`config.mk`:
```
export PLATFORM = sky130hd
export DESIGN_NAME = sm_result_display_flat
export DESIGN_NICKNAME = d
export VERILOG_FILES = /design/src/rtl/sm_result_display_if.sv /design/src/rtl/sm_result_display.sv /design/src/flat_wrapper.sv
export SDC_FILE = /design/constraint.sdc
export NUM_CORES = 1
export LEC_CHECK = 0
export BUFFER_PORTS_ARGS = -buffer_cell sky130_fd_sc_hd__buf_2
export CAP_MARGIN = 20
export CORE_MARGIN = 3
export CORE_UTILIZATION = 50
export CTS_CLUSTER_SIZE = 40
export DETAILED_ROUTE_END_ITERATION = 10
export PLACE_DENSITY = 0.72
export SETUP_SLACK_MARGIN = 0.5
export SKIP_CTS_REPAIR_TIMING = 1
export SYNTH_ARGS = -nofsm -noshare
export SYNTH_HDL_FRONTEND = slang
export SYNTH_SLANG_ARGS = --single-unit
```
`constraint.sdc`:
```
create_clock -name clk -period 2.3 [get_ports clk]
set_clock_uncertainty 0.05 [all_clocks]
set_input_delay 0.345 -clock clk [delete_from_list [all_inputs] [get_ports clk]]
set_output_delay 0.345 -clock clk [all_outputs]
set_load 0.02 [all_outputs]
```
`src/rtl/sm_result_display_if.sv`:
```
// Result handshake between the adder stage and the display sequencer.
//   res_in    : sign-magnitude result {sign, overflow, magnitude[3:0]}
//   res_valid : res_in holds a result to be displayed
//   res_ready : the display can accept a result this cycle
// master = producer (adder stage), slave = consumer (display).
interface sm_result_display_if;
  logic [5:0] res_in;
  logic       res_valid;
  logic       res_ready;

  modport master (output res_in, output res_valid, input res_ready);
  modport slave  (input res_in, input res_valid, output res_ready);
endinterface

```
`src/rtl/sm_result_display.sv`:
```
// Time-multiplexed single-digit display of a sign-magnitude result.
// Shows one frame of slots, each held HOLD_CYCLES clocks:
//   SIGN ('-' or blank), TENS ('1' or blank), ONES (digit), GAP (blank, dp=1).
// The frame repeats until a new result is accepted (in IDLE or GAP).
// Ports:
//   clk  : single clock, rising edge
//   rst  : synchronous active-high reset
//   bus  : result handshake (slave side)
//   seg  : registered segment drive, bit6..0 = g,f,e,d,c,b,a
//   dp   : registered decimal point, high only in GAP (end-of-frame marker)
//   busy : registered, high whenever not IDLE
module sm_result_display #(
  parameter int unsigned HOLD_CYCLES = 50000
) (
  input  logic                 clk,
  input  logic                 rst,
  sm_result_display_if.slave   bus,
  output logic [6:0]           seg,
  output logic                 dp,
  output logic                 busy
);

  localparam logic [15:0] LAST = 16'(HOLD_CYCLES - 1);

  localparam logic [6:0] SEG_BLANK = 7'b0000000;
  localparam logic [6:0] SEG_MINUS = 7'b1000000;
  localparam logic [6:0] SEG_ONE   = 7'b0000110;
  localparam logic [6:0] SEG_E     = 7'b1111001;

  typedef enum logic [2:0] {
    S_IDLE,
    S_SIGN,
    S_TENS,
    S_ONES,
    S_GAP
  } state_t;

  state_t      state_q, state_d;
  logic [15:0] cnt_q, cnt_d;
  logic [5:0]  val_q, val_d;
  logic [6:0]  seg_q, seg_d;
  logic        dp_q, dp_d;
  logic        busy_q, busy_d;

  logic        ready;
  logic        xfer;
  logic        slot_end;
  logic [3:0]  mag;
  logic        tens;
  logic [3:0]  ones;

  function automatic logic [6:0] digit7(input logic [3:0] d);
    logic [6:0] s;
    case (d)
      4'd0:    s = 7'b0111111;
      4'd1:    s = 7'b0000110;
      4'd2:    s = 7'b1011011;
      4'd3:    s = 7'b1001111;
      4'd4:    s = 7'b1100110;
      4'd5:    s = 7'b1101101;
      4'd6:    s = 7'b1111101;
      4'd7:    s = 7'b0000111;
      4'd8:    s = 7'b1111111;
      4'd9:    s = 7'b1101111;
      default: s = 7'b0000000;
    endcase
    return s;
  endfunction

  assign ready         = (state_q == S_IDLE) || (state_q == S_GAP);
  assign bus.res_ready = ready;
  assign xfer          = bus.res_valid && ready;
  assign slot_end      = (cnt_q == LAST);

  always_comb begin
    state_d = state_q;
    cnt_d   = cnt_q;
    val_d   = val_q;

    case (state_q)
      S_IDLE: ;
      S_SIGN: begin
        if (slot_end) begin
          state_d = S_TENS;
          cnt_d   = '0;
        end else begin
          cnt_d = cnt_q + 16'd1;
        end
      end
      S_TENS: begin
        if (slot_end) begin
          state_d = S_ONES;
          cnt_d   = '0;
        end else begin
          cnt_d = cnt_q + 16'd1;
        end
      end
      S_ONES: begin
        if (slot_end) begin
          state_d = S_GAP;
          cnt_d   = '0;
        end else begin
          cnt_d = cnt_q + 16'd1;
        end
      end
      S_GAP: begin
        if (slot_end) begin
          state_d = S_SIGN;
          cnt_d   = '0;
        end else begin
          cnt_d = cnt_q + 16'd1;
        end
      end
      default: begin
        state_d = S_IDLE;
        cnt_d   = '0;
      end
    endcase

    // A transfer (IDLE or GAP only) overrides the slot sequencing above.
    if (xfer) begin
      state_d = S_SIGN;
      cnt_d   = '0;
      val_d   = bus.res_in;
    end
  end

  // Outputs are decoded from the next state/value so they are registered;
  // they only differ from the current outputs on an edge that changes state.
  assign mag  = val_d[3:0];
  assign tens = (mag >= 4'd10);
  assign ones = tens ? (mag - 4'd10) : mag;

  always_comb begin
    seg_d  = SEG_BLANK;
    dp_d   = (state_d == S_GAP);
    busy_d = (state_d != S_IDLE);
    case (state_d)
      S_SIGN: seg_d = (val_d[5] && (mag != 4'd0)) ? SEG_MINUS : SEG_BLANK;
      S_TENS: seg_d = val_d[4] ? SEG_E : (tens ? SEG_ONE : SEG_BLANK);
      S_ONES: seg_d = val_d[4] ? SEG_E : digit7(ones);
      default: seg_d = SEG_BLANK;
    endcase
  end

  always_ff @(posedge clk) begin
    if (rst) begin
      state_q <= S_IDLE;
      cnt_q   <= '0;
      val_q   <= '0;
      seg_q   <= '0;
      dp_q    <= 1'b0;
      busy_q  <= 1'b0;
    end else begin
      state_q <= state_d;
      cnt_q   <= cnt_d;
      val_q   <= val_d;
      seg_q   <= seg_d;
      dp_q    <= dp_d;
      busy_q  <= busy_d;
    end
  end

  assign seg  = seg_q;
  assign dp   = dp_q;
  assign busy = busy_q;

endmodule
```
`src/flat_wrapper.sv`:
```
// flat-port wrapper written by rule: the top's interface ports become plain ports
module sm_result_display_flat 
#(
  parameter int unsigned HOLD_CYCLES = 50000
)
  (clk, rst, seg, dp, busy, bus_res_in, bus_res_valid, bus_res_ready);
  sm_result_display_if bus_i ();
  input  logic clk;
  input  logic rst;
  output logic [6:0] seg;
  output logic dp;
  output logic busy;
  input wire logic [$bits(bus_i.res_in)-1:0] bus_res_in;
  input wire logic [$bits(bus_i.res_valid)-1:0] bus_res_valid;
  output wire logic [$bits(bus_i.res_ready)-1:0] bus_res_ready;
  assign bus_i.res_in = bus_res_in;
  assign bus_i.res_valid = bus_res_valid;
  assign bus_res_ready = bus_i.res_ready;
  sm_result_display #(.HOLD_CYCLES(HOLD_CYCLES)) u_core (.clk(clk), .rst(rst), .bus(bus_i), .seg(seg), .dp(dp), .busy(busy));
endmodule
```
**Word-level counts from Yosys, hierarchy flattened**

Memory sizes are Yosys's and may differ from the RTL's.
Cells that the tools add are included.

- Bits in registers: 34
- Memory bits (read-only): 112
- Bits of input ports: 9
- Output and inout port bits: 10
- Logic and storage cells: 42
- Memories kept: 1

- $add $sub $neg: 2
- $lt $le $gt $ge: 1
- Eq/ne operators: 9
- Multiplexer cells: 15
- Reduce and logical (&&, ||, !) cells: 8

Memories:

| name | depth | width | rd ports | clocked after Yosys merged registers in | write ports | line | text |
|---|---|---|---|---|---|---|---|
| (name not given) | 16 | 7 | 1 | 0 | 0 | sm_result_display.sv:54 | `case (d)` |

Operators with widths:

| kind | number |
|---|---|
| $pmux W16 S2 | 1 |
| $mux W7 | 3 |
| $pmux W7 S3 | 1 |
| $mux W3 | 6 |
| $add A16 B1 Y16 const B | 1 |
| $eq A16 B16 Y1 const B | 1 |
| $mux W16 | 1 |
| $pmux W3 S5 | 1 |
| $eq A3 B2 Y1 const B | 4 |
| $eq A3 B1 Y1 const B | 2 |
| $eq A3 B3 Y1 const B | 2 |
| $mux W6 | 1 |
| $ge A4 B4 Y1 const B | 1 |
| $mux W4 | 1 |
| $reduce_bool A4 Y1 | 1 |
| $reduce_or A4 Y1 | 1 |
| $sub A4 B4 Y4 const B | 1 |
| $logic_not A3 Y1 | 1 |
| $reduce_bool A3 Y1 | 1 |
| $logic_and A1 B1 Y1 | 2 |
| $reduce_or A2 Y1 | 1 |
| $logic_or A1 B1 Y1 | 1 |

**Depth between registers and ports, before layout**

Gate-level depths: netlist of run 1.
An unclocked memory read counts as a cell.

- Word-level depth: 9
- Depth in mapped cells: 10
- Gate-level depth less buffers: 8

**Least setup slack after synthesis of run 1**

No wires, ideal clock.

- Path type: flip-flop to flip-flop
- From: reg u_core.state_q[1]
- To: reg u_core.seg_q[1], in the netlist u_core.seg[1]
- Arrival: 2.187 ns
- Slack: -0.078 ns
- Cell stages (with the launch flop): 11
- Path buffers: 3
- Path through: dfxtp_1 buf_6 nor3b_4 buf_6 mux2i_1 ha_1 a221o_1 buf_4 a21o_1 o2111ai_1 a21oi_1

- Cells in the longest elaborated chain, start to end: 9
- Elaborated cells between the ends (all ways): 25
- Those cells by class: add/sub: 1; order compare: 1; eq/ne: 7; mux: 12; reduce/logical: 3; memory: 1

Ends and longest elaborated chain:

| item | line | text |
|---|---|---|
| from (decl) | sm_result_display.sv:38 | `state_t state_q, state_d;` |
| from (signal assigned) | sm_result_display.sv:155 | `state_q <= state_d;` |
| $eq A3 B3 Y1 / $logic_not A3 Y1 (equally long branches) | sm_result_display.sv:70, sm_result_display.sv:80 |  |
| $logic_or A1 B1 Y1 | sm_result_display.sv:70 | `assign ready = (state_q == S_IDLE) \|\| (state_q == S_GAP);` |
| $logic_and A1 B1 Y1 | sm_result_display.sv:72 | `assign xfer = bus.res_valid && ready;` |
| $mux W6 | sm_result_display.sv:121 | `if (xfer) begin` |
| $sub A4 B4 Y4 / $ge A4 B4 Y1 (equally long branches) | sm_result_display.sv:132, sm_result_display.sv:131 |  |
| $mux W4 | sm_result_display.sv:132 | `assign ones = tens ? (mag - 4'd10) : mag;` |
| $mem_v2 Z16 W7 | n/a |  |
| $mux W7 | sm_result_display.sv:141 | `S_ONES: seg_d = val_d[4] ? SEG_E : digit7(ones);` |
| $pmux W7 S3 (*) | sm_result_display.sv:138 | `case (state_d)` |
| to (signal assigned) | sm_result_display.sv:158 | `seg_q <= seg_d;` |
| to (decl) | sm_result_display.sv:41 | `logic [6:0] seg_q, seg_d;` |

Every way passes the cells marked *; elsewhere a longest branch is shown, timed or not.
A chain may end at the register's enable or synchronous reset.

**Worst setup path after layout of run 1**

- From: reg u_core.state_q[1]
- To: reg u_core.seg_q[6], in the netlist u_core.seg[6]

The elaborated chain is that of the path after synthesis.

==> run metrics, run 1 <==
status=finished, final reports clean; Port-buffer cells=18; initial antenna violation count=0; CTS root buffer=clkbuf_8; die area=0.004767 sq mm; DPL Wire Length=3161 um; vias per std cell=5.940; Crit. End Element=register; setup TNS=0 ns; cell count after synthesis=240; mux share of post-synthesis cell area=0.05856; die width=69.04 um; Avg Cell Area, Syn=8.279 sq um; initial drt markers=233; routed wire length=5209 um; commonest cells after routing, fill and taps aside=buf_4, nand2_1, dfxtp_1; WS Path Type=reg -> reg; Worst Path Max Fanout=4; max_cap viols=0; Total GRT Usage=0.1911; final hold violations=0; CTS tree=done; HP Class=in -> reg; Arr. time, crit path=2.41 ns; Netlist cell types=56; RSZ-0062 raised after global routing=true; CP max-delay cell=a221o_1; Period Utilization, post-route=0.9842; syn nets=254; YS warnings=0; routed len/inst=15.55 um; Congestion Overflow GR=0; total CTS buffers=5; area delta synth->final=32.62%; vias in the first global route=1611; worst slew pin tran=0.4874 ns; register area=704.4 sq um; Final Net Count=301; min Tclk post-route=2.264 ns; CTS max path bufs=2; Die Ht=69.04 um; Worst path max stage delay=0.38 ns; register area share after synthesis=0.3426; Synth Area in Simple Gates=0.2607; core footprint=0.003744 sq mm; Slew headroom=0.6736; Power Density=521.6 mW/mm^2; CTS clk-pin slew, worst paths=0.07 ns; number of synthesized flops with an enable pin=0; Initial Util=0.5307; share of layout cells above drive strength 1=0.4007; global-route wire length before repair=7562 um; setup ws final=0.03623 ns; worst hold slack=0.2813 ns; Crit path required time=2.44 ns; CTS H-tree lvls=2; Post-Synth Adder-Cell Area=0.03149; Multi-input gate area=0.001379 sq mm; Synth Area in XOR/XNOR=0.01322; fmax=0.4417 GHz; synthesized area=0.001987 sq mm; Residual DRC=0; Core Util, Final=0.7039; Worst VDD drop=0.3304 mV; main combinational cell family by area after synthesis=simple AND/OR/NAND/NOR gates; Startpoint Class=register; worst path cell trace=nor3b_4, mux2i_1, ha_1, a221o_1, o31ai_2, a21oi_1, o41ai_2; fraction of registers with async set/reset=0; via count=1990; critical path's top delay family=compound AO/OA/AOI/OAI gates; GP Congestion=0.8596; antenna-violating nets left=0; leading cell type in the layout, fill and taps excluded=buf_4; R2R Setup Slk=0.04 ns; CP bufs+invs=0; IO Pins=19; Ant. Diodes=0; TritonRoute pass-1 iters=4; Final Slew Violations=0; pre-CTS WS=-0.1155 ns; Main synth FF type=dfxtp_1; largest net degree at the start of global routing=20; Setup-failing EPs final=0; P_leak=1.034 nW; FP Rows=22; Seq cells post-synth=34; CTS sink cnt=34; Compound-Gate Fraction of Synth Area=0.2406; layout filler cell count=282; clk_lat worst skew=0.29 ns
==> report_power, final <==
part / switching [mW] / internal, mW / total [mW]
Sequential: 0.0107 / 0.598 / 0.609
Combinational: 0.181 / 0.157 / 0.338
Clock: 0.225 / 0.203 / 0.428
==> worst register-to-register path, cell delays in order, from the launching register on <==
cell     delay (ns)
dfxtp_2        0.34
nor3b_4        0.33
mux2i_1        0.29
ha_1           0.27
a221o_1        0.38
o31ai_2        0.24
a21oi_1        0.10
o41ai_2        0.19
==> synthesized netlist by cell type, types with 2 or more instances <==
library cell | number | area (sq um)
dfxtp_1 | 34 | 680.7
nor2_1 | 28 | 105.1
nand2_1 | 23 | 86.33
a21oi_1 | 20 | 100.1
o21ai_0 | 13 | 65.06
mux2i_1 | 9 | 90.09
nand3b_1 | 9 | 67.56
a21o_1 | 6 | 45.04
a311oi_1 | 6 | 52.55
or3_1 | 6 | 37.54
a31oi_1 | 5 | 31.28
ha_1 | 5 | 62.56
inv_1 | 5 | 18.77
nor3_1 | 5 | 25.02
buf_4 | 4 | 30.03
clkbuf_1 | 4 | 15.01
nand3_1 | 4 | 20.02
buf_2 | 3 | 15.01
nand4_1 | 3 | 18.77
o21ai_1 | 3 | 15.01
xnor2_1 | 3 | 26.28
a211oi_1 | 2 | 15.01
and2_1 | 2 | 12.51
buf_6 | 2 | 22.52
nand2b_1 | 2 | 12.51
nor4b_1 | 2 | 17.52
o211ai_1 | 2 | 15.01
o21a_1 | 2 | 15.01
==> final timing paths <==
| kind | from | depth (start not counted) | end |
|---|---|---|---|
| hold / removal | bus_res_in[5] | 3 | u_core.val_q[5]$_SDFF_PP0_ |
| setup / recovery | u_core.state_q[1]$_SDFF_PP0_ | 7 | u_core.seg[6]$_SDFF_PP0_ |
| hold reg to reg | u_core.cnt_q[8]$_SDFFE_PP0P_ | 1 | u_core.cnt_q[8]$_SDFFE_PP0P_ |
| setup reg to reg | u_core.state_q[1]$_SDFF_PP0_ | 7 | u_core.seg[6]$_SDFF_PP0_ |
==> area by class of cell <==
cell class	count	share of cell area
Clock inverter	2	0.003799
Clock buffer	5	0.02612
Timing Repair Buffer	54	0.1496
Sequential cell	34	0.2673
Tap cell	48	0.02279
Multi-Input combinational cell	187	0.5233
Inverter	5	0.007122
==> per-layer routing <==
layer | up-vias | wire (um) | global-route usage | part of all wire
met5 | - | 0 | 0 | 0
met4 | 0 | 84 | 0.07375 | 0.016
met3 | 10 | 288 | 0.04373 | 0.055
met2 | 58 | 2363 | 0.2648 | 0.45
met1 | 949 | 2473 | 0.2832 | 0.47
li1 | 973 | - | - | -
==> flip-flops by register name, summed over array words and instances (netlist names) <==
register,flops
u_core.busy,1
u_core.dp,1
u_core.seg,7
u_core.cnt_q,16
u_core.val_q,6
u_core.state_q,3
==> through the flow <==
step / std cells / instance area (sq um) / total power, mW
after floorplan: 240 / 2032 / 0.8124
after global placement: 312 / 2220 / 0.8879
after detailed placement: 312 / 2220 / 0.8910
after CTS: 319 / 2298 / 1.316
after global routing: 335 / 2635 / 1.440
final: 335 / 2635 / 1.374
==> cells by family (layout without fill, tap and decap cells) <==
kind of cell,Yosys count,count (layout)
AO/OA/AOI/OAI,72,72
multiplexers,11,11
XOR/XNOR,3,3
flip-flops,34,34
adder cells (fa/ha/maj),5,5
buffers and inverters,19,66
AND/OR/NAND/NOR,96,96
Note: power is estimated with default switching activity, not from simulation.
==> inputs of run 2 (changes only) <==
==> constraint.sdc (replaced) <==
create_clock -name clk -period 1.9 [get_ports clk]
set_clock_uncertainty 0.05 [all_clocks]
set_input_delay 0.285 -clock clk [delete_from_list [all_inputs] [get_ports clk]]
set_output_delay 0.285 -clock clk [all_outputs]
set_load 0.02 [all_outputs]
==> run metrics, run 2 (synthesis gave the netlist of run 1 again) <==
status=finished with violations (was finished, final reports clean); failing checks=negative setup slack; Setup-failing EPs final=16 (was 0); P_sw=0.4988 mW (was 0.4165 mW); IO Pins=19 (unchanged); DPL Wire Length=3680 um (was 3161 um); worst hold path endpoint=u_core.val_q[5]$_SDFF_PP0_ (unchanged); Die Ht=69.04 um (unchanged); routed len/inst=14.61 um (was 15.55 um); Worst Path Max Fanout=10 (was 4); Met3 Wirelength=169 um (was 288 um); via count=2044 (was 1990); Comb power frac=0.251 (was 0.246); DR top layer=met4 (unchanged); global-route wire length before repair=8590 um (was 7562 um); die width=69.04 um (unchanged); worst path cell trace=nor3b_4, mux2i_2, ha_1, a221o_1, buf_6, a21o_1, o2111ai_1, a21oi_1 (was nor3b_4, mux2i_1, ha_1, a221o_1, o31ai_2, a21oi_1, o41ai_2); max reg flops=16 (unchanged); routed wire length=5317 um (was 5209 um); Core Util, Final=0.7564 (was 0.7039); initial drt markers=107 (was 233); CTS root buffer=clkbuf_8 (unchanged); area delta synth->final=42.51% (was 32.62%); Crit. End Element=register (unchanged); P_leak=1.157 nW (was 1.034 nW); Hold Path Stages=3 (unchanged); clk_lat worst skew=0.29 ns (about the same); TritonRoute pass-1 iters=4 (unchanged); final hold violations=0 (unchanged); HP Class=in -> reg (unchanged); R2R Setup Slk=-0.38 ns (was 0.04 ns); Arr. time, crit path=2.40 ns (was 2.41 ns); wl on met1=2272 um (was 2473 um); commonest cells after routing, fill and taps aside=buf_4, dfxtp_1, nor2_1 (was buf_4, nand2_1, dfxtp_1); CTS max path bufs=2 (unchanged); Power Density=609.1 mW/mm^2 (was 521.6 mW/mm^2); setup ws final=-0.3759 ns (was 0.03623 ns); antenna-violating nets left=0 (unchanged); CP bufs+invs=1 (was 0); Worst R2R Start=u_core.state_q[1]$_SDFF_PP0_ (unchanged); Ant. Diodes=0 (unchanged); vias per std cell=5.615 (was 5.940); Startpoint Class=register (unchanged); Port-buffer cells=18 (unchanged); Reg with most FFs=u_core.cnt_q (unchanged); HP Start=bus_res_in[5] (unchanged); critical path's top delay family=compound AO/OA/AOI/OAI gates (unchanged); cell internal pwr=1.226 mW (was 0.9578 mW); pre-CTS WS=-0.3591 ns (was -0.1155 ns); core footprint=0.003744 sq mm (unchanged); fin cells=364 (was 335); clock power share=0.322 (was 0.312); FP Rows=22 (unchanged); Worst path max stage delay=0.39 ns (was 0.38 ns); die area=0.004767 sq mm (unchanged); sequential power share=0.427 (was 0.443); sw frac=0.2892 (was 0.3031); share of layout cells above drive strength 1=0.4462 (was 0.4007); Crit path required time=2.02 ns (was 2.44 ns); met2 wire length=2792 um (was 2363 um); setup TNS=-2.572 ns (was 0 ns); reg2reg end=u_core.seg[1]$_SDFF_PP0_ (was u_core.seg[6]$_SDFF_PP0_); layout filler cell count=280 (was 282); largest net degree at the start of global routing=20 (unchanged); Initial Util=0.5307 (unchanged); Final Slew Violations=0 (unchanged); Slew headroom=0.7235 (was 0.6736); fmax=0.4394 GHz (was 0.4417 GHz); initial antenna violation count=0 (unchanged); leading cell type in the layout, fill and taps excluded=buf_4 (unchanged); CTS clk-pin slew, worst paths=0.07 ns (about the same); Final Net Count=329 (was 301); placed cells=344 (was 312); GP Congestion=0.8170 (was 0.8596); vias in the first global route=2073 (was 1611); Total GRT Usage=0.2124 (was 0.1911); Worst VDD drop=0.5794 mV (was 0.3304 mV); CTS H-tree lvls=2 (unchanged); min Tclk post-route=2.276 ns (was 2.264 ns); Congestion Overflow GR=0 (unchanged); WS Path Type=reg -> reg (unchanged); Period Utilization, post-route=1.198 (was 0.9842); CTS sink cnt=34 (unchanged); Worst Reg-to-Reg Cells=8 (was 7); worst slew pin tran=0.4148 ns (was 0.4874 ns); CTS tree=done (unchanged); total CTS buffers=5 (unchanged); RSZ-0062 raised after global routing=true (unchanged); max_cap viols=0 (unchanged); Residual DRC=0 (unchanged); Tot Pwr=1.725 mW (was 1.374 mW); CP max-delay cell=a221o_1 (unchanged)
[run 2: cell count changes in the layout (fill, tap and decap cells not counted), sizes merged]
cell,change
clkbuf,+2
clkinv,-1
or2,+1
buf,+27
[run 2: cell type report]
class	instances	area [sq um]	area share
flip-flops and latches	34	695.7	0.2457
well taps	48	60.06	0.02121
multi-input cells	188	1381	0.4878
repair buffers	81	584.3	0.2064
clock buffers	7	86.33	0.03049
clock inverters	1	5.005	0.001768
inverters	5	18.77	0.006628
[run 2: through the flow]
step	instance area, sq um	hold WS (ns)
global placement	2494	0.4365
detailed placement	2494	0.4554
CTS	2585	0.2178
global route	2831	0.2205
floorplan	2072	0.3822
finish	2831	0.2205
[run 2: tightest hold or removal path, cell delays in order]
cell,delay [ns]
buf_2,0.09
mux2i_1,0.06
nor2_1,0.08
[run 2: worst max path at each step]
stage | start | endpoint | slack [ns] | depth (start not counted)
floorplan | u_core.state_q[0]$_SDFF_PP0_ | u_core.seg[1]$_SDFF_PP0_ | -0.47 | 10
global placement | bus_res_valid | u_core.seg[1]$_SDFF_PP0_ | -0.30 | 9
detailed placement | bus_res_valid | u_core.seg[1]$_SDFF_PP0_ | -0.36 | 9
CTS | u_core.state_q[0]$_SDFF_PP0_ | u_core.seg[6]$_SDFF_PP0_ | -0.36 | 7
global route | u_core.state_q[1]$_SDFF_PP0_ | u_core.seg[1]$_SDFF_PP0_ | -0.51 | 8
finish | u_core.state_q[1]$_SDFF_PP0_ | u_core.seg[1]$_SDFF_PP0_ | -0.38 | 8
[run 2: metal layers]
| metal | up-vias | global-route usage |
|---|---|---|
| met2 | 32 | 0.3983 |
| met4 | 0 | 0.08460 |
| met5 | - | 0 |
| li1 | 1031 | - |
| met1 | 972 | 0.2306 |
| met3 | 9 | 0.04082 |
[run 2: power by group through the flow]
stage | Combinational (mW) | Sequential [mW] | Clock [mW]
final | 0.434 | 0.736 | 0.555
after global routing | 0.476 | 0.737 | 0.582
after CTS | 0.365 | 0.736 | 0.560
after detailed placement | 0.362 | 0.752 | 0
after global placement | 0.352 | 0.751 | 0
after floorplan | 0.234 | 0.754 | 0
==> inputs of run 3 (changes only) <==
--- a/config.mk
+++ b/config.mk
@@ -13,7 +13,6 @@
 export DETAILED_ROUTE_END_ITERATION = 10
 export PLACE_DENSITY = 0.72
 export SETUP_SLACK_MARGIN = 0.5
-export SKIP_CTS_REPAIR_TIMING = 1
 export SYNTH_ARGS = -nofsm -noshare
 export SYNTH_HDL_FRONTEND = slang
 export SYNTH_SLANG_ARGS = --single-unit
==> run metrics, run 3 (synthesis gave the netlist of run 1 again) <==
Setup-failing EPs final=9 (was 16); Total GRT Usage=0.2521 (was 0.2124); CTS tree=done (unchanged); Period Utilization, post-route=1.178 (was 1.198); leading cell type in the layout, fill and taps excluded=buf_4 (unchanged); HP Class=in -> reg (unchanged); Residual DRC=0 (unchanged); via count=2168 (was 2044); worst slew pin tran=0.4301 ns (was 0.4148 ns); Port-buffer cells=18 (unchanged); Hold Path Stages=3 (unchanged); core footprint=0.003744 sq mm (unchanged); Final Slew Violations=0 (unchanged); fmax=0.4468 GHz (was 0.4394 GHz); Crit path required time=2.02 ns (about the same); Reg with most FFs=u_core.cnt_q (unchanged); RSZ-0062 raised after global routing=true (unchanged); Die Ht=69.04 um (unchanged); Arr. time, crit path=2.36 ns (was 2.40 ns); CP max-delay cell=a221o_1 (unchanged); number of hold buffers added after cts=0; global-route wire length before repair=10040 um (was 8590 um); DPL Wire Length=3680 um (unchanged); min Tclk post-route=2.238 ns (was 2.276 ns); Congestion Overflow GR=0 (unchanged); CTS H-tree lvls=2 (unchanged); share of layout cells above drive strength 1=0.4985 (was 0.4462); Worst Path Max Fanout=10 (unchanged); max_cap viols=0 (unchanged); Final Net Count=340 (was 329); setup ws final=-0.3383 ns (was -0.3759 ns); setup TNS=-2.256 ns (was -2.572 ns); Worst Reg-to-Reg Cells=8 (unchanged); Slew headroom=0.7133 (was 0.7235); Worst VDD drop=0.5780 mV (was 0.5794 mV); P_leak=1.259 nW (was 1.157 nW); Startpoint Class=register (unchanged); placed cells=344 (unchanged); Initial Util=0.5307 (unchanged); failing checks=negative setup slack (unchanged); die area=0.004767 sq mm (unchanged); initial drt markers=121 (was 107); IO Pins=19 (unchanged); WS Path Type=reg -> reg (unchanged); cell internal pwr=1.268 mW (was 1.226 mW); Post-Place Cell Area=0.002494 sq mm (unchanged); CTS max path bufs=2 (unchanged); TritonRoute pass-1 iters=4 (unchanged); GP Congestion=0.8170 (unchanged); P_sw=0.5271 mW (was 0.4988 mW); CTS sink cnt=34 (unchanged); CTS clk-pin slew, worst paths=0.07 ns (about the same); max reg flops=16 (unchanged); initial antenna violation count=0 (unchanged); clk_lat worst skew=0.28 ns (was 0.29 ns); area delta synth->final=54.41% (was 42.51%); Comb power frac=0.282 (was 0.251); worst path cell trace=nor3b_4, mux2i_1, ha_1, a221o_1, buf_6, a21o_1, o2111ai_1, a21oi_1 (was nor3b_4, mux2i_2, ha_1, a221o_1, buf_6, a21o_1, o2111ai_1, a21oi_1); Crit. End Element=register (unchanged); Ant. Diodes=0 (unchanged); largest net degree at the start of global routing=20 (unchanged); antenna-violating nets left=0 (unchanged); die width=69.04 um (unchanged); clock power share=0.307 (was 0.322); worst hold slack=0.2203 ns (was 0.2205 ns); routed wire length=6177 um (was 5317 um); vias per std cell=5.781 (was 5.615); final hold violations=0 (unchanged); commonest cells after routing, fill and taps aside=buf_4, buf_6, dfxtp_1 (was buf_4, dfxtp_1, nor2_1); FP Rows=22 (unchanged); post-route cell area=0.003068 sq mm (was 0.002831 sq mm); status=finished with violations (unchanged); sequential power share=0.411 (was 0.427); Worst path max stage delay=0.37 ns (was 0.39 ns); routed len/inst=16.47 um (was 14.61 um); CTS root buffer=clkbuf_8 (unchanged); sw frac=0.2937 (was 0.2892); Power Density=585.0 mW/mm^2 (was 609.1 mW/mm^2); total CTS buffers=5 (unchanged); fin cells=375 (was 364); vias in the first global route=2218 (was 2073)
run 3: changes by cell type in the layout (fill, tap and decap cells not counted), moves of 2 or more:
cell | before | now
dfxtp_2 | 6 | 8
o21ai_1 | 8 | 6
buf_6 | 5 | 25
dfxtp_1 | 26 | 24
mux2i_4 | 0 | 2
buf_4 | 59 | 49
o21ai_2 | 5 | 7
nor2_4 | 4 | 7
nor2_1 | 21 | 18
run 3: what timing repair did:
item	CTS	global route
gates cloned	1	0
pin swaps	18	13
resized for setup	50	32
endpoints found under the setup margin	32	33
setup buffers	16	6
run 3: layout make-up:
cell class	instances	area [sq um]
clock inverter	1	5.005
clock buffer	7	86.33
inverter	5	18.77
tap	48	60.06
fill	236	675.6
sequential	34	698.2
multi-input combinational	188	1450
timing repair buffer	92	749.5
run 3: final timing paths:
path | from | endpoint | slack [ns]
max | u_core.state_q[1]$_SDFF_PP0_ | u_core.seg[1]$_SDFF_PP0_ | -0.34
min | bus_res_in[5] | u_core.val_q[5]$_SDFF_PP0_ | 0.22
max reg2reg | u_core.state_q[1]$_SDFF_PP0_ | u_core.seg[1]$_SDFF_PP0_ | -0.34
min reg2reg | u_core.val_q[5]$_SDFF_PP0_ | u_core.val_q[5]$_SDFF_PP0_ | 0.48
run 3: power groups by stage:
| stage | combinational [mW] | sequential (mW) | clock, mW |
|---|---|---|---|
| finish | 0.505 | 0.738 | 0.551 |
| global route | 0.545 | 0.739 | 0.584 |
| CTS | 0.460 | 0.737 | 0.560 |
| detailed placement | 0.362 | 0.752 | 0 |
| global placement | 0.352 | 0.751 | 0 |
| floorplan | 0.234 | 0.754 | 0 |
run 3: worst max-delay path, delay by kind of cell, from the launching register on:
kind            cells  cell delay [ns]
compound gates      4             0.73
flops               1             0.34
simple gates        1             0.28
mux                 1             0.27
fa+ha+maj           1             0.27
buf+inv             1             0.16
run 3: routing by layer:
| layer | wire, um | global-route usage | up-vias |
|---|---|---|---|
| met2 | 3360 | 0.4831 | 54 |
| met1 | 2425 | 0.2753 | 1040 |
| met4 | 159 | 0.09111 | 0 |
| li1 | - | - | 1059 |
| met5 | 0 | 0 | - |
| met3 | 231 | 0.03790 | 15 |
run 3: stage by stage:
stage	setup WS [ns]	util	power, mW
after floorplan	-0.4656	-	0.9881
after global placement	-0.2958	0.6661	1.103
after detailed placement	-0.3591	0.6661	1.115
after CTS	-0.3046	0.7767	1.757
after global routing	-0.5097	0.8195	1.867
final	-0.3383	0.8195	1.795
